File: src/rtl/rs_pkg.sv
// Shared types and helpers for the age-ordered reservation station.
package rs_pkg;

  localparam int unsigned RS_PREG_WIDTH = 7;
  localparam int unsigned RS_ROB_WIDTH  = 4;

  // Entry layout at the default widths. The top mirrors this layout with
  // its own parameterised field widths.
  typedef struct packed {
    logic                     valid;
    logic                     rs1_ready;
    logic                     rs2_ready;
    logic [RS_PREG_WIDTH-1:0] prs1;
    logic [RS_PREG_WIDTH-1:0] prs2;
    logic [RS_PREG_WIDTH-1:0] prd;
    logic [RS_ROB_WIDTH-1:0]  rob_tag;
    logic [31:0]              imm;
    logic [3:0]               alu_op;
    logic [31:0]              pc;
    logic                     alusrc;
    logic                     memwrite;
  } rs_entry_t;

  // Distance of a ROB tag from the head, modulo 2^width. Smaller is older,
  // which keeps ordering correct across tag wrap.
  function automatic logic [31:0] rel_age(input logic [31:0] tag,
                                          input logic [31:0] head,
                                          input int unsigned width);
    logic [31:0] mask;
    mask = (width >= 32) ? '1 : ((32'd1 << width) - 32'd1);
    return (tag - head) & mask;
  endfunction

endpackage

File: src/rtl/rs_age_ordered_if.sv
// Dispatch, wakeup, flush and issue signals of the reservation station.
interface rs_age_ordered_if #(
  parameter int PREG_WIDTH = 7,
  parameter int ROB_WIDTH  = 4,
  parameter int RS_SIZE    = 8,
  parameter int CDB_PORTS  = 2
);
  localparam int CNT_WIDTH = $clog2(RS_SIZE + 1);

  logic                            i_valid;
  logic [31:0]                     i_pc;
  logic [31:0]                     i_imm;
  logic [PREG_WIDTH-1:0]           i_prs1;
  logic [PREG_WIDTH-1:0]           i_prs2;
  logic [PREG_WIDTH-1:0]           i_prd;
  logic [ROB_WIDTH-1:0]            i_rob_tag;
  logic [3:0]                      i_alu_op;
  logic                            i_alusrc;
  logic                            i_memwrite;
  logic                            i_rs1_ready;
  logic                            i_rs2_ready;
  logic                            o_full;
  logic [CNT_WIDTH-1:0]            o_free_count;
  logic [CDB_PORTS-1:0]            i_cdb_valid;
  logic [CDB_PORTS*PREG_WIDTH-1:0] i_cdb_prd;
  logic [ROB_WIDTH-1:0]            i_rob_head;
  logic                            i_eu_ready;
  logic                            o_issue_valid;
  logic [PREG_WIDTH-1:0]           o_issue_prs1;
  logic [PREG_WIDTH-1:0]           o_issue_prs2;
  logic [PREG_WIDTH-1:0]           o_issue_prd;
  logic [ROB_WIDTH-1:0]            o_issue_rob_tag;
  logic [31:0]                     o_issue_imm;
  logic [3:0]                      o_issue_alu_op;
  logic [31:0]                     o_issue_pc;
  logic                            o_issue_alusrc;
  logic                            o_issue_memwrite;
  logic                            branch_mispredict;
  logic [ROB_WIDTH-1:0]            mispredict_rob_tag;

  modport slave (
    input  i_valid, i_pc, i_imm, i_prs1, i_prs2, i_prd, i_rob_tag, i_alu_op,
           i_alusrc, i_memwrite, i_rs1_ready, i_rs2_ready, i_cdb_valid,
           i_cdb_prd, i_rob_head, i_eu_ready, branch_mispredict,
           mispredict_rob_tag,
    output o_full, o_free_count, o_issue_valid, o_issue_prs1, o_issue_prs2,
           o_issue_prd, o_issue_rob_tag, o_issue_imm, o_issue_alu_op,
           o_issue_pc, o_issue_alusrc, o_issue_memwrite
  );

  modport master (
    output i_valid, i_pc, i_imm, i_prs1, i_prs2, i_prd, i_rob_tag, i_alu_op,
           i_alusrc, i_memwrite, i_rs1_ready, i_rs2_ready, i_cdb_valid,
           i_cdb_prd, i_rob_head, i_eu_ready, branch_mispredict,
           mispredict_rob_tag,
    input  o_full, o_free_count, o_issue_valid, o_issue_prs1, o_issue_prs2,
           o_issue_prd, o_issue_rob_tag, o_issue_imm, o_issue_alu_op,
           o_issue_pc, o_issue_alusrc, o_issue_memwrite
  );
endinterface

File: src/rtl/rs_oldest_select.sv
// Picks the minimum-age requester with a balanced tree of pairwise compares.
module rs_oldest_select #(
  parameter int N  = 8,
  parameter int AW = 4,
  localparam int IW = $clog2(N)
) (
  input  logic [N-1:0]         req,
  input  logic [N-1:0][AW-1:0] age,
  output logic [N-1:0]         grant,
  output logic [IW-1:0]        idx,
  output logic                 found
);
  localparam int P = 1 << $clog2(N);

  // Leaves sit at P-1+i; node k has children 2k+1 and 2k+2, root is node 0.
  always_comb begin : tree
    logic          nv [2*P-1];
    logic [AW-1:0] na [2*P-1];
    logic [IW-1:0] ni [2*P-1];
    for (int k = 0; k < 2*P-1; k++) begin
      nv[k] = 1'b0;
      na[k] = '0;
      ni[k] = '0;
    end
    for (int i = 0; i < N; i++) begin
      nv[P-1+i] = req[i];
      na[P-1+i] = age[i];
      ni[P-1+i] = IW'(i);
    end
    for (int k = P-2; k >= 0; k--) begin
      if (nv[2*k+2] && (!nv[2*k+1] || (na[2*k+2] < na[2*k+1]))) begin
        nv[k] = 1'b1;
        na[k] = na[2*k+2];
        ni[k] = ni[2*k+2];
      end else begin
        nv[k] = nv[2*k+1];
        na[k] = na[2*k+1];
        ni[k] = ni[2*k+1];
      end
    end
    found = nv[0];
    idx   = ni[0];
    grant = nv[0] ? (N'(1) << ni[0]) : '0;
  end
endmodule

File: src/rtl/rs_age_ordered.sv
// Age-ordered reservation station with multi-port CDB wakeup and flush.
module rs_age_ordered
  import rs_pkg::*;
#(
  parameter int PREG_WIDTH   = 7,
  parameter int ROB_WIDTH    = 4,
  parameter int RS_SIZE      = 8,
  parameter int CDB_PORTS    = 2,
  parameter int STRICT_ORDER = 0
) (
  input logic             clk,
  input logic             reset,
  rs_age_ordered_if.slave bus
);
  localparam int IDX_W = $clog2(RS_SIZE);
  localparam int CNT_W = $clog2(RS_SIZE + 1);

  typedef struct packed {
    logic                  valid;
    logic                  rs1_ready;
    logic                  rs2_ready;
    logic [PREG_WIDTH-1:0] prs1;
    logic [PREG_WIDTH-1:0] prs2;
    logic [PREG_WIDTH-1:0] prd;
    logic [ROB_WIDTH-1:0]  rob_tag;
    logic [31:0]           imm;
    logic [3:0]            alu_op;
    logic [31:0]           pc;
    logic                  alusrc;
    logic                  memwrite;
  } entry_t;

  entry_t                             entries_q [RS_SIZE];
  entry_t                             entries_d [RS_SIZE];
  entry_t                             new_entry;
  logic   [RS_SIZE-1:0][ROB_WIDTH-1:0] age;
  logic   [ROB_WIDTH-1:0]             mis_age;
  logic   [RS_SIZE-1:0]               req;
  logic   [RS_SIZE-1:0]               sel_grant;
  logic   [IDX_W-1:0]                 sel_idx;
  logic                               sel_found;
  logic                               issue_valid;
  logic                               issue_fire;
  logic   [IDX_W-1:0]                 free_idx;
  logic                               free_found;
  logic   [CNT_W-1:0]                 free_cnt;
  logic                               alloc_ok;

  // Register 0 is hardwired ready, so a broadcast of p0 never counts as a hit.
  function automatic logic cdb_hit(input logic [CDB_PORTS-1:0] v,
                                   input logic [CDB_PORTS*PREG_WIDTH-1:0] prd,
                                   input logic [PREG_WIDTH-1:0] preg);
    logic hit;
    hit = 1'b0;
    for (int p = 0; p < CDB_PORTS; p++)
      if (v[p] && (prd[p*PREG_WIDTH +: PREG_WIDTH] == preg) && (preg != '0))
        hit = 1'b1;
    return hit;
  endfunction

  // Head-relative ages and issue requests for every slot.
  always_comb begin
    mis_age = ROB_WIDTH'(rel_age(32'(bus.mispredict_rob_tag), 32'(bus.i_rob_head), ROB_WIDTH));
    for (int i = 0; i < RS_SIZE; i++) begin
      age[i] = ROB_WIDTH'(rel_age(32'(entries_q[i].rob_tag), 32'(bus.i_rob_head), ROB_WIDTH));
      if (STRICT_ORDER != 0) req[i] = entries_q[i].valid;
      else req[i] = entries_q[i].valid && entries_q[i].rs1_ready && entries_q[i].rs2_ready;
    end
  end

  rs_oldest_select #(.N(RS_SIZE), .AW(ROB_WIDTH)) u_select (
    .req   (req),
    .age   (age),
    .grant (sel_grant),
    .idx   (sel_idx),
    .found (sel_found)
  );

  // Issue offer and payload; payload is zeroed whenever nothing is offered.
  always_comb begin
    issue_valid = sel_found && !bus.branch_mispredict &&
                  entries_q[sel_idx].rs1_ready && entries_q[sel_idx].rs2_ready;
    issue_fire  = issue_valid && bus.i_eu_ready;
    bus.o_issue_valid    = issue_valid;
    bus.o_issue_prs1     = '0;
    bus.o_issue_prs2     = '0;
    bus.o_issue_prd      = '0;
    bus.o_issue_rob_tag  = '0;
    bus.o_issue_imm      = '0;
    bus.o_issue_alu_op   = '0;
    bus.o_issue_pc       = '0;
    bus.o_issue_alusrc   = 1'b0;
    bus.o_issue_memwrite = 1'b0;
    if (issue_valid) begin
      bus.o_issue_prs1     = entries_q[sel_idx].prs1;
      bus.o_issue_prs2     = entries_q[sel_idx].prs2;
      bus.o_issue_prd      = entries_q[sel_idx].prd;
      bus.o_issue_rob_tag  = entries_q[sel_idx].rob_tag;
      bus.o_issue_imm      = entries_q[sel_idx].imm;
      bus.o_issue_alu_op   = entries_q[sel_idx].alu_op;
      bus.o_issue_pc       = entries_q[sel_idx].pc;
      bus.o_issue_alusrc   = entries_q[sel_idx].alusrc;
      bus.o_issue_memwrite = entries_q[sel_idx].memwrite;
    end
  end

  // Lowest free slot and free-slot population count.
  always_comb begin
    free_idx   = '0;
    free_found = 1'b0;
    free_cnt   = '0;
    for (int i = 0; i < RS_SIZE; i++) begin
      if (!entries_q[i].valid) begin
        free_cnt = free_cnt + CNT_W'(1);
        if (!free_found) begin
          free_idx   = IDX_W'(i);
          free_found = 1'b1;
        end
      end
    end
    bus.o_full       = !free_found;
    bus.o_free_count = free_cnt;
  end

  // Incoming entry, including a same-cycle CDB wakeup of its sources.
  always_comb begin
    alloc_ok           = bus.i_valid && free_found && !bus.branch_mispredict;
    new_entry          = '0;
    new_entry.valid    = 1'b1;
    new_entry.rs1_ready = bus.i_rs1_ready || (bus.i_prs1 == '0) ||
                          cdb_hit(bus.i_cdb_valid, bus.i_cdb_prd, bus.i_prs1);
    new_entry.rs2_ready = bus.i_rs2_ready || (bus.i_prs2 == '0) ||
                          cdb_hit(bus.i_cdb_valid, bus.i_cdb_prd, bus.i_prs2);
    new_entry.prs1     = bus.i_prs1;
    new_entry.prs2     = bus.i_prs2;
    new_entry.prd      = bus.i_prd;
    new_entry.rob_tag  = bus.i_rob_tag;
    new_entry.imm      = bus.i_imm;
    new_entry.alu_op   = bus.i_alu_op;
    new_entry.pc       = bus.i_pc;
    new_entry.alusrc   = bus.i_alusrc;
    new_entry.memwrite = bus.i_memwrite;
  end

  // Wakeup, flush of younger ops, issue retirement and allocation.
  always_comb begin
    for (int i = 0; i < RS_SIZE; i++) begin
      entries_d[i] = entries_q[i];
      if (entries_q[i].valid) begin
        if (cdb_hit(bus.i_cdb_valid, bus.i_cdb_prd, entries_q[i].prs1))
          entries_d[i].rs1_ready = 1'b1;
        if (cdb_hit(bus.i_cdb_valid, bus.i_cdb_prd, entries_q[i].prs2))
          entries_d[i].rs2_ready = 1'b1;
        if (bus.branch_mispredict && (age[i] > mis_age))
          entries_d[i].valid = 1'b0;
        if (issue_fire && sel_grant[i])
          entries_d[i].valid = 1'b0;
      end
    end
    if (alloc_ok) entries_d[free_idx] = new_entry;
  end

  // Entry storage with synchronous reset.
  always_ff @(posedge clk) begin
    for (int i = 0; i < RS_SIZE; i++) begin
      if (reset) entries_q[i] <= '0;
      else       entries_q[i] <= entries_d[i];
    end
  end
endmodule

File: src/flat_wrapper.sv
// flat-port wrapper written by rule: the top's interface ports become plain ports
module rs_age_ordered_flat import rs_pkg::*;
#(
  parameter int PREG_WIDTH   = 7,
  parameter int ROB_WIDTH    = 4,
  parameter int RS_SIZE      = 8,
  parameter int CDB_PORTS    = 2,
  parameter int STRICT_ORDER = 0
)
  (clk, reset, bus_i_valid, bus_i_pc, bus_i_imm, bus_i_prs1, bus_i_prs2, bus_i_prd, bus_i_rob_tag, bus_i_alu_op, bus_i_alusrc, bus_i_memwrite, bus_i_rs1_ready, bus_i_rs2_ready, bus_i_cdb_valid, bus_i_cdb_prd, bus_i_rob_head, bus_i_eu_ready, bus_branch_mispredict, bus_mispredict_rob_tag, bus_o_full, bus_o_free_count, bus_o_issue_valid, bus_o_issue_prs1, bus_o_issue_prs2, bus_o_issue_prd, bus_o_issue_rob_tag, bus_o_issue_imm, bus_o_issue_alu_op, bus_o_issue_pc, bus_o_issue_alusrc, bus_o_issue_memwrite);
  rs_age_ordered_if #(.PREG_WIDTH(PREG_WIDTH), .ROB_WIDTH(ROB_WIDTH), .RS_SIZE(RS_SIZE), .CDB_PORTS(CDB_PORTS)) bus_i ();
  input logic clk;
  input logic reset;
  input wire logic [$bits(bus_i.i_valid)-1:0] bus_i_valid;
  input wire logic [$bits(bus_i.i_pc)-1:0] bus_i_pc;
  input wire logic [$bits(bus_i.i_imm)-1:0] bus_i_imm;
  input wire logic [$bits(bus_i.i_prs1)-1:0] bus_i_prs1;
  input wire logic [$bits(bus_i.i_prs2)-1:0] bus_i_prs2;
  input wire logic [$bits(bus_i.i_prd)-1:0] bus_i_prd;
  input wire logic [$bits(bus_i.i_rob_tag)-1:0] bus_i_rob_tag;
  input wire logic [$bits(bus_i.i_alu_op)-1:0] bus_i_alu_op;
  input wire logic [$bits(bus_i.i_alusrc)-1:0] bus_i_alusrc;
  input wire logic [$bits(bus_i.i_memwrite)-1:0] bus_i_memwrite;
  input wire logic [$bits(bus_i.i_rs1_ready)-1:0] bus_i_rs1_ready;
  input wire logic [$bits(bus_i.i_rs2_ready)-1:0] bus_i_rs2_ready;
  input wire logic [$bits(bus_i.i_cdb_valid)-1:0] bus_i_cdb_valid;
  input wire logic [$bits(bus_i.i_cdb_prd)-1:0] bus_i_cdb_prd;
  input wire logic [$bits(bus_i.i_rob_head)-1:0] bus_i_rob_head;
  input wire logic [$bits(bus_i.i_eu_ready)-1:0] bus_i_eu_ready;
  input wire logic [$bits(bus_i.branch_mispredict)-1:0] bus_branch_mispredict;
  input wire logic [$bits(bus_i.mispredict_rob_tag)-1:0] bus_mispredict_rob_tag;
  output wire logic [$bits(bus_i.o_full)-1:0] bus_o_full;
  output wire logic [$bits(bus_i.o_free_count)-1:0] bus_o_free_count;
  output wire logic [$bits(bus_i.o_issue_valid)-1:0] bus_o_issue_valid;
  output wire logic [$bits(bus_i.o_issue_prs1)-1:0] bus_o_issue_prs1;
  output wire logic [$bits(bus_i.o_issue_prs2)-1:0] bus_o_issue_prs2;
  output wire logic [$bits(bus_i.o_issue_prd)-1:0] bus_o_issue_prd;
  output wire logic [$bits(bus_i.o_issue_rob_tag)-1:0] bus_o_issue_rob_tag;
  output wire logic [$bits(bus_i.o_issue_imm)-1:0] bus_o_issue_imm;
  output wire logic [$bits(bus_i.o_issue_alu_op)-1:0] bus_o_issue_alu_op;
  output wire logic [$bits(bus_i.o_issue_pc)-1:0] bus_o_issue_pc;
  output wire logic [$bits(bus_i.o_issue_alusrc)-1:0] bus_o_issue_alusrc;
  output wire logic [$bits(bus_i.o_issue_memwrite)-1:0] bus_o_issue_memwrite;
  assign bus_i.i_valid = bus_i_valid;
  assign bus_i.i_pc = bus_i_pc;
  assign bus_i.i_imm = bus_i_imm;
  assign bus_i.i_prs1 = bus_i_prs1;
  assign bus_i.i_prs2 = bus_i_prs2;
  assign bus_i.i_prd = bus_i_prd;
  assign bus_i.i_rob_tag = bus_i_rob_tag;
  assign bus_i.i_alu_op = bus_i_alu_op;
  assign bus_i.i_alusrc = bus_i_alusrc;
  assign bus_i.i_memwrite = bus_i_memwrite;
  assign bus_i.i_rs1_ready = bus_i_rs1_ready;
  assign bus_i.i_rs2_ready = bus_i_rs2_ready;
  assign bus_i.i_cdb_valid = bus_i_cdb_valid;
  assign bus_i.i_cdb_prd = bus_i_cdb_prd;
  assign bus_i.i_rob_head = bus_i_rob_head;
  assign bus_i.i_eu_ready = bus_i_eu_ready;
  assign bus_i.branch_mispredict = bus_branch_mispredict;
  assign bus_i.mispredict_rob_tag = bus_mispredict_rob_tag;
  assign bus_o_full = bus_i.o_full;
  assign bus_o_free_count = bus_i.o_free_count;
  assign bus_o_issue_valid = bus_i.o_issue_valid;
  assign bus_o_issue_prs1 = bus_i.o_issue_prs1;
  assign bus_o_issue_prs2 = bus_i.o_issue_prs2;
  assign bus_o_issue_prd = bus_i.o_issue_prd;
  assign bus_o_issue_rob_tag = bus_i.o_issue_rob_tag;
  assign bus_o_issue_imm = bus_i.o_issue_imm;
  assign bus_o_issue_alu_op = bus_i.o_issue_alu_op;
  assign bus_o_issue_pc = bus_i.o_issue_pc;
  assign bus_o_issue_alusrc = bus_i.o_issue_alusrc;
  assign bus_o_issue_memwrite = bus_i.o_issue_memwrite;
  rs_age_ordered #(.PREG_WIDTH(PREG_WIDTH), .ROB_WIDTH(ROB_WIDTH), .RS_SIZE(RS_SIZE), .CDB_PORTS(CDB_PORTS), .STRICT_ORDER(STRICT_ORDER)) u_core (.clk(clk), .reset(reset), .bus(bus_i));
endmodule
File: config.mk
export PLATFORM = sky130hd
export DESIGN_NAME = rs_age_ordered_flat
export DESIGN_NICKNAME = d
export VERILOG_FILES = /design/src/rtl/rs_pkg.sv /design/src/rtl/rs_age_ordered_if.sv /design/src/rtl/rs_oldest_select.sv /design/src/rtl/rs_age_ordered.sv /design/src/flat_wrapper.sv
export SDC_FILE = /design/constraint.sdc
export NUM_CORES = 2
export LEC_CHECK = 0
export ABC_CLOCK_PERIOD_IN_PS = 13610
export CORE_MARGIN = 5
export CORE_UTILIZATION = 45
export DETAILED_ROUTE_END_ITERATION = 6
export PLACE_DENSITY = 0.69
export SETUP_SLACK_MARGIN = 0.05
export SLEW_MARGIN = 10
export SYNTH_ARGS = -nofsm -noshare
export SYNTH_HDL_FRONTEND = slang
export SYNTH_HIERARCHICAL = 1
export SYNTH_SLANG_ARGS = --single-unit
File: constraint.sdc
create_clock -name clk -period 13.61 [get_ports clk]
set_clock_uncertainty 0.05 [all_clocks]
set_input_delay 1.361 -clock clk [delete_from_list [all_inputs] [get_ports clk]]
set_output_delay 1.361 -clock clk [all_outputs]
set_load 0.05 [all_outputs]
==> reports/metrics.cfg <==
[yosys]
synthArstFlopShare_pct=0
yosys-top-cells-area=dfxtp_1 (39%), nand2_1 (15%), mux4_2 (11%), a21oi_1 (10%), xnor2_1 (3.8%)
synth.avg_cell_area_um2=8.21
synth_ff_type=dfxtp_1
synth-edff-count=0
yosysMostFrequentCell=nand2_1
yosys-top-cells-count=nand2_1 (1576), a21oi_1 (803), dfxtp_1 (784)
yosysUniqueCellTypes=84
yosysWarnings=6
syn-num-nets=5096
yosys.area.top_type=dfxtp_1
ys_ff_latch=784
syn_area_mm2=0.0401
synth-seq-area-share_pct=39.2
synth.top_cell.area_share_pct=39.2
synthCells=4880

[setup_path]
crit_top_cell=ha_1
max_stage_delay_ps=760
required_ps=12200
critPathKind=primary input to output pin
end_kind=output pin
crit_arrival_ps=11190
critPathMaxFanout=111
start_kind=primary input
cp_slowest_cell=buf_12

[cells_and_area]
nNetsFinal=4998
fin_util_pct=51.2
area_growth_pct=12.9
final_cell_area_mm2=0.0452
drive_above_1_share_pct=8.68
fillCellCount=8146

[global_route]
grt_max_degree=189
antenna_found_initial=12
grt_first_pass_wirelength_um=194000
grt_pass1_vias=32800
grt.overflow.total=0
grt_util_all_layers_pct=25.6

[floorplanning]
start_util_pct=45.3
coreArea_mm2=0.0884
die-height_um=308
dieArea_mm2=0.0951
io_pins=227
placement_rows=109
die_w_um=308

[timing]
setup_tns_ps=0
hold_viol_final=0
setup_viol=0
rsz0062_at_grt=no
worst_slew_pin_slew_ps=1190
post-route-period-util_pct=92.6
finalCriticalPeriod_ps=12600
report.final.slew_viol_count=0
relSlewSlack_pct=20.4
max_clock_freq_mhz=79.4
hold_ws_ps=401

[clocking]
cts.repair.resized=0
cts_buffers=83
post_cts_buffers=0
cts_num_sinks=784
cts_hold_buf=0
clock_latency_ps=640
root_buffer=clkbuf_16
h-tree-depth=3
cts_tree=done
clockBufferDepth=3
path_clk_slew_ps=60

[routing]
routed_via_density=5.73
drt-wirelength-per-cell_um=21.1
wirelength_um=127000
drtPass1Iterations=5
drc=0
drtIter0Drc=3539
antenna_left=0
via_count=34500

[power_and_ir_drop]
p_sw_share_pct=25.0
p_leak_nw=14.6
netSwitchingPower_mw=1.30
clkPwrFrac_pct=45.4
powerDensity_mw_per_mm2=115
power_frac_seq_pct=44.7
intPower_mw=3.92
power_frac_comb_pct=9.9
ir_drop_v=0.000101
power.total_mw=5.22

[worst_hold_path]
worstHoldPathType=flip-flop to flip-flop

[placement]
port_buffers=226
placed_cell_area_mm2=0.0424
hpwlAfterDp_um=71300
gp_congestion=0.876

[run_status]
status=finished, final reports clean

[flow_run]
cap_violations=0

==> critical path: cells and delay by family <==
| family | cells | cell delay [ps] |
|---|---|---|
| buffers and inverters | 6 | 3150 |
| AOI/OAI and AO/OA | 14 | 3080 |
| and+or+nand+nor | 7 | 1620 |
| adders and majority gates | 4 | 1280 |
| muxes | 1 | 350 |
| xor gates and xnor gates | 1 | 210 |
==> power groups by stage <==
stage / clock, mW / sequential, mW / combinational, mW
detailed placement: 0 / 2.38 / 0.513
CTS: 2.40 / 2.33 / 0.515
global placement: 0 / 2.38 / 0.506
floorplan: 0 / 2.38 / 0.363
finish: 2.37 / 2.33 / 0.518
global route: 2.49 / 2.33 / 0.561
==> per-stage QoR <==
step	cells	setup slack (ps)
2_1_floorplan	4880	3490
3_5_place_dp	5862	1170
6_report	6015	1010
5_1_grt	6009	302
4_1_cts	6006	1130
3_3_place_gp	5862	1420
==> cell type report <==
type | count | area [um^2] | share of cell area (%)
antenna | 9 | 22.5 | 0.0498
clock buffer | 119 | 2420 | 5.36
clock inverter | 25 | 395 | 0.874
inverter | 64 | 240 | 0.531
multi-input combinational | 3572 | 22300 | 49.3
sequential | 784 | 15700 | 34.7
tap | 1165 | 1460 | 3.22
timing repair buffer | 277 | 2710 | 6.00
==> cells by family after synthesis <==
family	count (synthesis)	synth area share, %
AOI/OAI and AO/OA	930	12.4
muxes	297	13.4
DFF	784	39.2
and+or+nand+nor	1944	19.6
xor gates and xnor gates	304	6.74
adders and majority gates	97	3.15
buffers and inverters	524	5.59
==> cell usage in the layout (no fill, tap or decap), types with 36 or more instances in the layout <==
cell and n:
clkbuf_16 83, a21oi_1 803, nor3_1 36, xor2_1 126, nor4_1 40, ha_1 81
mux4_2 190, clkdlybuf4s50_1 225, xnor2_1 174, o21ai_0 36, buf_4 46, inv_1 64
nand2_1 1572, dfxtp_1 784, mux2i_1 101, nor2_1 154, nand4_1 56
==> routing by layer <==
metal	wire length (um)	vias up	track usage, %
met5	33	-	0
met4	3990	4	8.87
met3	10600	280	4.15
met2	59000	1422	41.5
met1	53100	16600	34.9
li1	-	16200	-
==> worst paths after layout <==
| kind | startpoint | endpoint | cells past startpoint | slack [ps] |
|---|---|---|---|---|
| max | bus_i_rob_head[1] | bus_o_issue_imm[24] | 33 | 1010 |
| min | flip-flop | flip-flop | 2 | 400 |
| max reg2reg | flip-flop | u_core/entries_q[2][97] | 30 | 4670 |
| min reg2reg | flip-flop | flip-flop | 2 | 400 |
Note: power is estimated with default switching activity, not from simulation.
